**config.mk**
```make
export PLATFORM = sky130hd
export DESIGN_NAME = control_sequencer
export DESIGN_NICKNAME = d
export VERILOG_FILES = /design/src/rtl/cpu_ctrl_pkg.sv /design/src/rtl/reg_select_decoder.sv /design/src/rtl/control_sequencer.sv
export SDC_FILE = /design/constraint.sdc
export NUM_CORES = 1
export LEC_CHECK = 0
export ABC_AREA = 0
export BUFFER_PORTS_ARGS = -buffer_cell sky130_fd_sc_hd__buf_4
export CORE_ASPECT_RATIO = 0.9
export CORE_UTILIZATION = 33
export DETAILED_ROUTE_END_ITERATION = 16
export GPL_ROUTABILITY_DRIVEN = 0
export PLACE_DENSITY = 0.89
export SLEW_MARGIN = 20
export SYNTH_ARGS = -nofsm -noshare
export SYNTH_HDL_FRONTEND = slang
export SYNTH_SLANG_ARGS = --single-unit
```
**constraint.sdc**
```tcl
create_clock -name clock -period 1.4 [get_ports clock]
set_input_delay 0.14 -clock clock [delete_from_list [all_inputs] [get_ports clock]]
set_output_delay 0.14 -clock clock [all_outputs]
set_load 0.03 [all_outputs]
```
**src/rtl/cpu_ctrl_pkg.sv**
```systemverilog
// cpu_ctrl_pkg: opcodes, IR field positions and FSM states shared by the
// hardwired control sequencer and its register-select decoders.
package cpu_ctrl_pkg;

    localparam int OP_HI = 31;
    localparam int OP_LO = 27;
    localparam int RA_HI = 26;
    localparam int RA_LO = 23;
    localparam int RB_HI = 22;
    localparam int RB_LO = 19;
    localparam int RC_HI = 18;
    localparam int RC_LO = 15;

    localparam logic [4:0] OP_ADD  = 5'd3;
    localparam logic [4:0] OP_SUB  = 5'd4;
    localparam logic [4:0] OP_AND  = 5'd5;
    localparam logic [4:0] OP_OR   = 5'd6;
    localparam logic [4:0] OP_SHR  = 5'd7;
    localparam logic [4:0] OP_SHL  = 5'd8;
    localparam logic [4:0] OP_ROR  = 5'd9;
    localparam logic [4:0] OP_ROL  = 5'd10;
    localparam logic [4:0] OP_MUL  = 5'd15;
    localparam logic [4:0] OP_DIV  = 5'd16;
    localparam logic [4:0] OP_NOP  = 5'd26;
    localparam logic [4:0] OP_HALT = 5'd27;

    typedef enum logic [3:0] {
        IDLE, T0, T1, T2, T3, T4, T5, T6, HALTED
    } state_t;

    typedef enum logic [2:0] {
        K_ALU, K_MULDIV, K_NOP, K_HALT, K_ILL
    } op_kind_t;

    function automatic op_kind_t op_kind(input logic [4:0] op);
        case (op)
            OP_ADD, OP_SUB, OP_AND, OP_OR,
            OP_SHR, OP_SHL, OP_ROR, OP_ROL: return K_ALU;
            OP_MUL, OP_DIV:                 return K_MULDIV;
            OP_NOP:                         return K_NOP;
            OP_HALT:                        return K_HALT;
            default:                        return K_ILL;
        endcase
    endfunction

endpackage

```
**src/rtl/reg_select_decoder.sv**
```systemverilog
// reg_select_decoder: 4-bit register index to one-hot select vector,
// all zeros when disabled.
module reg_select_decoder #(
    parameter int NREG = 16
) (
    input  logic            i_en,
    input  logic [3:0]      i_sel,
    output logic [NREG-1:0] o_onehot
);

    always_comb begin
        o_onehot = '0;
        if (i_en) o_onehot[i_sel] = 1'b1;
    end

endmodule

```
**src/rtl/control_sequencer.sv**
```systemverilog
// control_sequencer: hardwired fetch/execute control FSM for the CPU datapath.
// Define CTRL_WAITSTATE_EN for the T1 memory wait counter and mem_fault.
module control_sequencer
    import cpu_ctrl_pkg::*;
#(
    parameter int NREG        = 16,
    parameter int OPW         = 5,
    parameter int MEM_TIMEOUT = 15
) (
    input  logic            clock,
    input  logic            clear,
    input  logic            run,
    input  logic            stop,
    input  logic [31:0]     ir,
    input  logic            mem_ready,
    output logic [NREG-1:0] Rin,
    output logic [NREG-1:0] Rout,
    output logic            PCout,
    output logic            IncPC,
    output logic            MARin,
    output logic            memRead,
    output logic            MDRin,
    output logic            MDRout,
    output logic            IRin,
    output logic            Yin,
    output logic            Zin,
    output logic            Zhighout,
    output logic            Zlowout,
    output logic            HIin,
    output logic            LOin,
    output logic [OPW-1:0]  alu_op,
    output logic            running,
    output logic            halted,
    output logic            illegal_op,
    output logic            mem_fault
);

    state_t         r_state;
    state_t         w_state_next;
    op_kind_t       w_kind;
    logic [OPW-1:0] w_op;
    logic [3:0]     w_ra;
    logic [3:0]     w_rb;
    logic [3:0]     w_rc;
    logic [3:0]     w_rout_sel;
    logic           w_rin_en;
    logic           w_rout_en;
    logic           w_end;
    logic           w_fault_set;
    logic           w_unused;

    assign w_op   = ir[OP_HI:OP_LO];
    assign w_ra   = ir[RA_HI:RA_LO];
    assign w_rb   = ir[RB_HI:RB_LO];
    assign w_rc   = ir[RC_HI:RC_LO];
    assign w_kind = op_kind(w_op);

`ifdef CTRL_WAITSTATE_EN
    localparam logic [3:0] TIMEOUT_CNT = 4'(MEM_TIMEOUT);

    logic [3:0] r_wait_cnt;
    logic [3:0] w_wait_inc;
    logic       r_mem_fault;

    assign w_wait_inc = r_wait_cnt + 4'd1;
    assign w_unused   = &{1'b0, ir[14:0]};

    // Counter is held at zero outside T1, so every T1 entry starts fresh.
    always_ff @(posedge clock) begin
        if (clear || r_state != T1) r_wait_cnt <= '0;
        else if (!mem_ready)        r_wait_cnt <= w_wait_inc;
    end

    always_ff @(posedge clock) begin
        if (clear)            r_mem_fault <= 1'b0;
        else if (w_fault_set) r_mem_fault <= 1'b1;
    end
`else
    assign w_unused = &{1'b0, ir[14:0], mem_ready, w_fault_set,
                        1'(MEM_TIMEOUT)};
`endif

    always_ff @(posedge clock) begin
        if (clear) r_state <= IDLE;
        else       r_state <= w_state_next;
    end

    // All strobes are forced low while clear is high.
    always_comb begin
        w_state_next = r_state;
        w_end        = 1'b0;
        w_fault_set  = 1'b0;
        w_rin_en     = 1'b0;
        w_rout_en    = 1'b0;
        w_rout_sel   = w_rb;
        PCout        = 1'b0;
        IncPC        = 1'b0;
        MARin        = 1'b0;
        memRead      = 1'b0;
        MDRin        = 1'b0;
        MDRout       = 1'b0;
        IRin         = 1'b0;
        Yin          = 1'b0;
        Zin          = 1'b0;
        Zhighout     = 1'b0;
        Zlowout      = 1'b0;
        HIin         = 1'b0;
        LOin         = 1'b0;
        alu_op       = '0;
        running      = 1'b0;
        halted       = 1'b0;
        illegal_op   = 1'b0;
        mem_fault    = 1'b0;
        if (!clear) begin
            running = (r_state != IDLE) && (r_state != HALTED);
            halted  = (r_state == HALTED);
`ifdef CTRL_WAITSTATE_EN
            mem_fault = r_mem_fault;
`endif
            unique case (r_state)
                IDLE: if (run) w_state_next = T0;
                T0: begin
                    PCout        = 1'b1;
                    MARin        = 1'b1;
                    IncPC        = 1'b1;
                    w_state_next = T1;
                end
                T1: begin
                    memRead = 1'b1;
                    MDRin   = 1'b1;
`ifdef CTRL_WAITSTATE_EN
                    if (mem_ready) begin
                        w_state_next = T2;
                    end else if (w_wait_inc == TIMEOUT_CNT) begin
                        w_state_next = HALTED;
                        w_fault_set  = 1'b1;
                    end
`else
                    w_state_next = T2;
`endif
                end
                T2: begin
                    MDRout = 1'b1;
                    IRin   = 1'b1;
                    if (w_kind == K_NOP)       w_end = 1'b1;
                    else if (w_kind == K_HALT) w_state_next = HALTED;
                    else                       w_state_next = T3;
                end
                T3: begin
                    if (w_kind == K_ILL) begin
                        illegal_op = 1'b1;
                        w_end      = 1'b1;
                    end else begin
                        w_rout_en    = 1'b1;
                        Yin          = 1'b1;
                        w_state_next = T4;
                    end
                end
                T4: begin
                    w_rout_en    = 1'b1;
                    w_rout_sel   = w_rc;
                    Zin          = 1'b1;
                    alu_op       = w_op;
                    w_state_next = T5;
                end
                T5: begin
                    Zlowout = 1'b1;
                    if (w_kind == K_MULDIV) begin
                        LOin         = 1'b1;
                        w_state_next = T6;
                    end else begin
                        w_rin_en = 1'b1;
                        w_end    = 1'b1;
                    end
                end
                T6: begin
                    Zhighout = 1'b1;
                    HIin     = 1'b1;
                    w_end    = 1'b1;
                end
                HALTED:  w_state_next = HALTED;
                default: w_state_next = IDLE;
            endcase
            if (w_end) w_state_next = stop ? IDLE : T0;
        end
    end

    reg_select_decoder #(.NREG(NREG)) u_rin_dec (
        .i_en     (w_rin_en),
        .i_sel    (w_ra),
        .o_onehot (Rin)
    );

    reg_select_decoder #(.NREG(NREG)) u_rout_dec (
        .i_en     (w_rout_en),
        .i_sel    (w_rout_sel),
        .o_onehot (Rout)
    );

endmodule

```
==> summary.txt, run 1 <==
Status
  • Run Error: [ERROR DPL-0038] Utilization greater than 100%, impossible to legalize
  • Status: aborted with a tool error
  • Last stage: 5_1_grt

Logic synthesis
  • Post-Synthesis Net Count: 175
  • Post-synth top area share: 0.117
  • Async set or reset register ratio after synthesis: 0
  • Top-count cell post-synth: nor2_1
  • Register bit total from synthesis: 4
  • Commonest cells post-synth: nor2_1, nor3_1, nor2b_1
  • Post-synth top area cell: nor3_1
  • Mapped Area: 940 um2
  • Number of enable flip-flop cells after synthesis: 0
  • Dominant cells by area after synthesis: nor3_1, nor2_1, dfxtp_1
  • Number of distinct library cells after synthesis: 50
  • Ys flop type: dfxtp_1
  • Post-synthesis cell count: 138
  • Avg Synthesized Cell Area: ~6.8 um2
  • Seq/Total Area, Yosys: 0.0852
  • Yosys warning count: 0

Clock tree
  • Num CTS Buffers: 3
  • H-tree levels: 1
  • Post-CTS Hold Fix Bufs: 0
  • Sink Count: 4
  • CTS root buffer: clkbuf_4
  • CTS Buffer Depth: 2

Global routing
  • Pin count of the biggest net entering global routing: 9

Die
  • Die width: 58.2 um
  • Initial Util: 0.365
  • # IOs: 91
  • Die Y: 52.6 um
  • Row count: 17

Placed design
  • I/O Buffers: 73
  • Post-DP HPWL: 3640 um

STA
  • Type of pin the worst path ends at: top-level output
  • Worst EP post-GRT repair: Rin[0]
-- per-stage QoR --
step	setup WS, ps	hold WS [ps]	TNS, ps	instance area [um2]	std cells
after floorplan	-600	217	-18580	1310	138
after global placement	-318	347	-7930	2160	279
after detailed placement	-389	347	-11130	2160	279
after CTS	-588	73.8	-21540	2500	289
-- cells by family after synthesis --
logic type / synth area share
and+or+nand+nor: 0.567
AOI/OAI and AO/OA: 0.180
buffers and inverters: 0.0985
muxes: 0.0559
DFF: 0.0852
xor gates and xnor gates: 0.00932
other: 0.00399
-- what timing repair did --
action / CTS
pin swaps: 10
setup endpoints to repair: 57
cloned: 0
gates resized for setup: 70
buffers inserted: 8
==> run 2: changes to the inputs <==
Settings changed: CORE_AREA from default to 2 2 63 65, CORE_ASPECT_RATIO 0.9 to default, CORE_UTILIZATION 33 to default, DIE_AREA from default to 0 0 65 67, PLACE_DENSITY 0.89 to default, PLACE_DENSITY_LB_ADDON from default to 0.15.
Clock period 1.4 ns to 1.8 ns, I/O delays scaled along.
==> run 2 against run 1 <==
Net effect:
- the flow now finishes, with violations (setup timing)
- area after synthesis stayed put
- synthesized cell count did not move
==> summary.txt, run 2 <==
Cells and area
  • Fill count: between 300 and 400
  • Top reg by flops: r_state
  • Final cell count without fillers: 282
  • Ant diodes: 0
  • Largest registers: r_state (4)
  • Number of flip-flops under the largest register name: 4
  • Multi-input logic area: 1060 um2
  • Commonest cells after routing, fill and taps aside: buf_4, buf_6, nor2_1, nor3_2
  • Share of layout cells above drive strength 1: 0.692
  • Reg area: between 80 and 90 um2
  • Fin nets: 273
  • Cell area after layout: 2160 um2
  • Area Growth Syn to Fin: 130%
  • Leading cell type in the layout, fill and taps excluded: buf_4

STA
  • Number of max-slew violations in the final report: 0
  • Clock Skew: 2.07 ps
  • Final worst path period share: 1.10
  • Max Fclk: ~500 MHz
  • TNS Setup: -1910 ps
  • Fin. Hold Viols: 0
  • Final setup violation count: 31
  • RSZ-0062 raised after global routing: true
  • Final setup margin: -188 ps
  • Tmin final: 1990 ps

Routing
  • Post-DRT Antenna Nets: 0
  • Total Wirelength: 3580 um
  • # DRC: 0
  • Vias: 1403
  • Wire length per cell: between 10 and 15 um
  • DR vias/cell: 4.98
  • Initial DRC count: 39
  • Drt pass-1 iters: 4

Run
  • Number of max-cap violations: 0

Logic synthesis
  • Top-count cell post-synth: nor2_1
  • Post-synth top area cell: nor3_1
  • Post-synth top area share: 0.117 (unchanged)
  • Register bit total from synthesis: 4 (unchanged)
  • Seq/Total Area, Yosys: 0.0852 (unchanged)
  • Post-Synthesis Net Count: 175 (unchanged)
  • Async set or reset register ratio after synthesis: 0 (unchanged)
  • Post-synthesis cell count: 138 (unchanged)
  • Yosys warning count: 0 (unchanged)
  • Number of enable flip-flop cells after synthesis: 0 (unchanged)
  • Commonest cells post-synth: nor2_1, nor3_1, nor2b_1
  • Ys flop type: dfxtp_1
  • Mapped Area: 940 um2 (unchanged)
  • Avg Synthesized Cell Area: 6.81 um2 (unchanged)
  • Dominant cells by area after synthesis: nor3_1, nor2_1, dfxtp_1
  • Number of distinct library cells after synthesis: 50 (unchanged)

Global routing
  • Vias in the first global route: 1393
  • Antenna violations before repair: 0
  • Grt ovf: 0
  • Total Routing Usage GR: 0.167
  • First-pass GRT wire length: 6000 um
  • Pin count of the biggest net entering global routing: 14

Placed design
  • Cell area after placement: 1950 um2 (-9.9%)
  • I/O Buffers: 73 (unchanged)
  • Post-DP HPWL: 2830 um (-22%)
  • Placed cells: 274 (-1.8%)

Clock tree
  • Clk Latency, worst-skew pair: 220 ps
  • Num CTS Buffers: 3 (unchanged)
  • H-tree levels: 1 (unchanged)
  • Clock transition at the registers of the reported paths: 30 ps
  • Sink Count: 4 (unchanged)
  • TritonCTS clock tree: done
  • Post-CTS Hold Fix Bufs: 0 (unchanged)
  • CTS Buffer Depth: 2 (unchanged)
  • CTS root buffer: clkbuf_8

Status
  • Failing checks: setup timing
  • Status: finished, violations left

Critical path
  • CP required: 1620 ps
  • Crit path depth: 6
  • Crit-path slowest cell: or3b_4
  • Worst r2r dst: r_state[0]
  • Worst EP arrival: 1810 ps
  • Worst path max stage delay: 430 ps
  • Delay-heaviest family, CP: simple AND/OR/NAND/NOR gates
  • Crit end category: output port
  • CP Cell Sequence: nand3b_1, nor3_4, and2_4, or3b_4, nor2_2, buf_6
  • Reg2Reg Setup Slack: 60 ps
  • Reg-to-reg critical path startpoint: r_state[3]
  • CP Class: reg2out
  • CP Max Fanout: 5
  • R2R cell count: 7
  • Startpoint types: flip-flop
  • Crit path buf inv count: 1

Hold path
  • WHS Endpoint: r_state[0]
  • Hold Path Depth: 2
  • Hold_sp: stop
  • Hold Path Class: in2reg

Power and ir drop
  • VDD IR-drop max: 0.226 mV
  • Total power: 0.757 mW
  • LEAKAGE: 0.912 nW
  • Pwr/cell area: 350 nW/um2

Die
  • Row count: 22 (+5)
  • Die width: 65 um (+12%)
  • Initial Util: 0.261 (-0.105)
  • Die area: 4360 um2
  • Core region area: roughly 3600 um2
  • Die Y: 67 um (+27%)
  • # IOs: 91 (unchanged)
==> run 2: cell counts after synthesis <==
Identical to the previous run, type by type.
==> run 2: how the worst max path moves through the flow <==
stage	startpoint	end
3_3_place_gp	clear	Rout[5]
2_1_floorplan	r_state[3]	Rin[12]
5_1_grt	r_state[3]	Rin[0]
3_5_place_dp	ir[30]	Rout[12]
4_1_cts	r_state[3]	Rin[8]
6_report	r_state[3]	Rin[8]
==> run 2: cell type report <==
cell class | count | share of cell area
Multi-Input combinational cell | 120 | 0.489
Sequential cell | 4 | 0.0399
Inverter | 3 | 0.00637
Clock buffer | 3 | 0.0191
Tap cell | 48 | 0.0278
Timing Repair Buffer | 104 | 0.418
==> run 2: per-layer routing <==
| layer | wire length (um) | vias to the layer above | GRT usage |
|---|---|---|---|
| met5 | 0 | - | 0 |
| met4 | 0 | 0 | 0 |
| met3 | 223 | 0 | 0.0253 |
| met2 | 1950 | 53 | 0.348 |
| met1 | 1400 | 661 | 0.186 |
| li1 | - | 689 | - |
==> run 2: repair_timing <==
item / CTS / global route
buffers inserted: 8 / 0
pin swaps: 8 / 7
hold endpoints to repair: 0 / 0
endpoints found under the setup margin: 33 / 34
resized for setup: 32 / 5
==> run 2: per-stage QoR <==
| stage | utilization | setup WS [ps] | hold slack, ps |
|---|---|---|---|
| 2_1_floorplan | - | -240 | 257 |
| 3_3_place_gp | 0.540 | 12.2 | 387 |
| 3_5_place_dp | 0.540 | -25.4 | 390 |
| 4_1_cts | 0.596 | -198 | 158 |
| 5_1_grt | 0.600 | -235 | 181 |
| 6_report | 0.600 | -188 | 160 |
==> run 2: where the power goes <==
part | switching (mW) | internal, mW
clock network | 0.0466 | 0.143
registers | 0.0102 | 0.0998
logic | 0.257 | 0.201
==> run 2: worst reg2reg max path: cells and delay by family (launching register included) <==
family	cells	cell delay, ps
AOI/OAI and AO/OA	4	790
DFF	1	340
and+or+nand+nor	1	220
buffers and inverters	2	280
==> run 2: cell families (layout without fill, tap and decap cells) <==
logic type,Yosys count,after routing,share of synthesized area
mux,5,5,0.0559
buf+inv,14,110,0.0985
compound gates,18,18,0.180
other cells,1,1,0.00399
flops,4,4,0.0852
xor+xnor,1,1,0.00932
simple gates,95,95,0.567
Power figures use the tool's default switching activity.
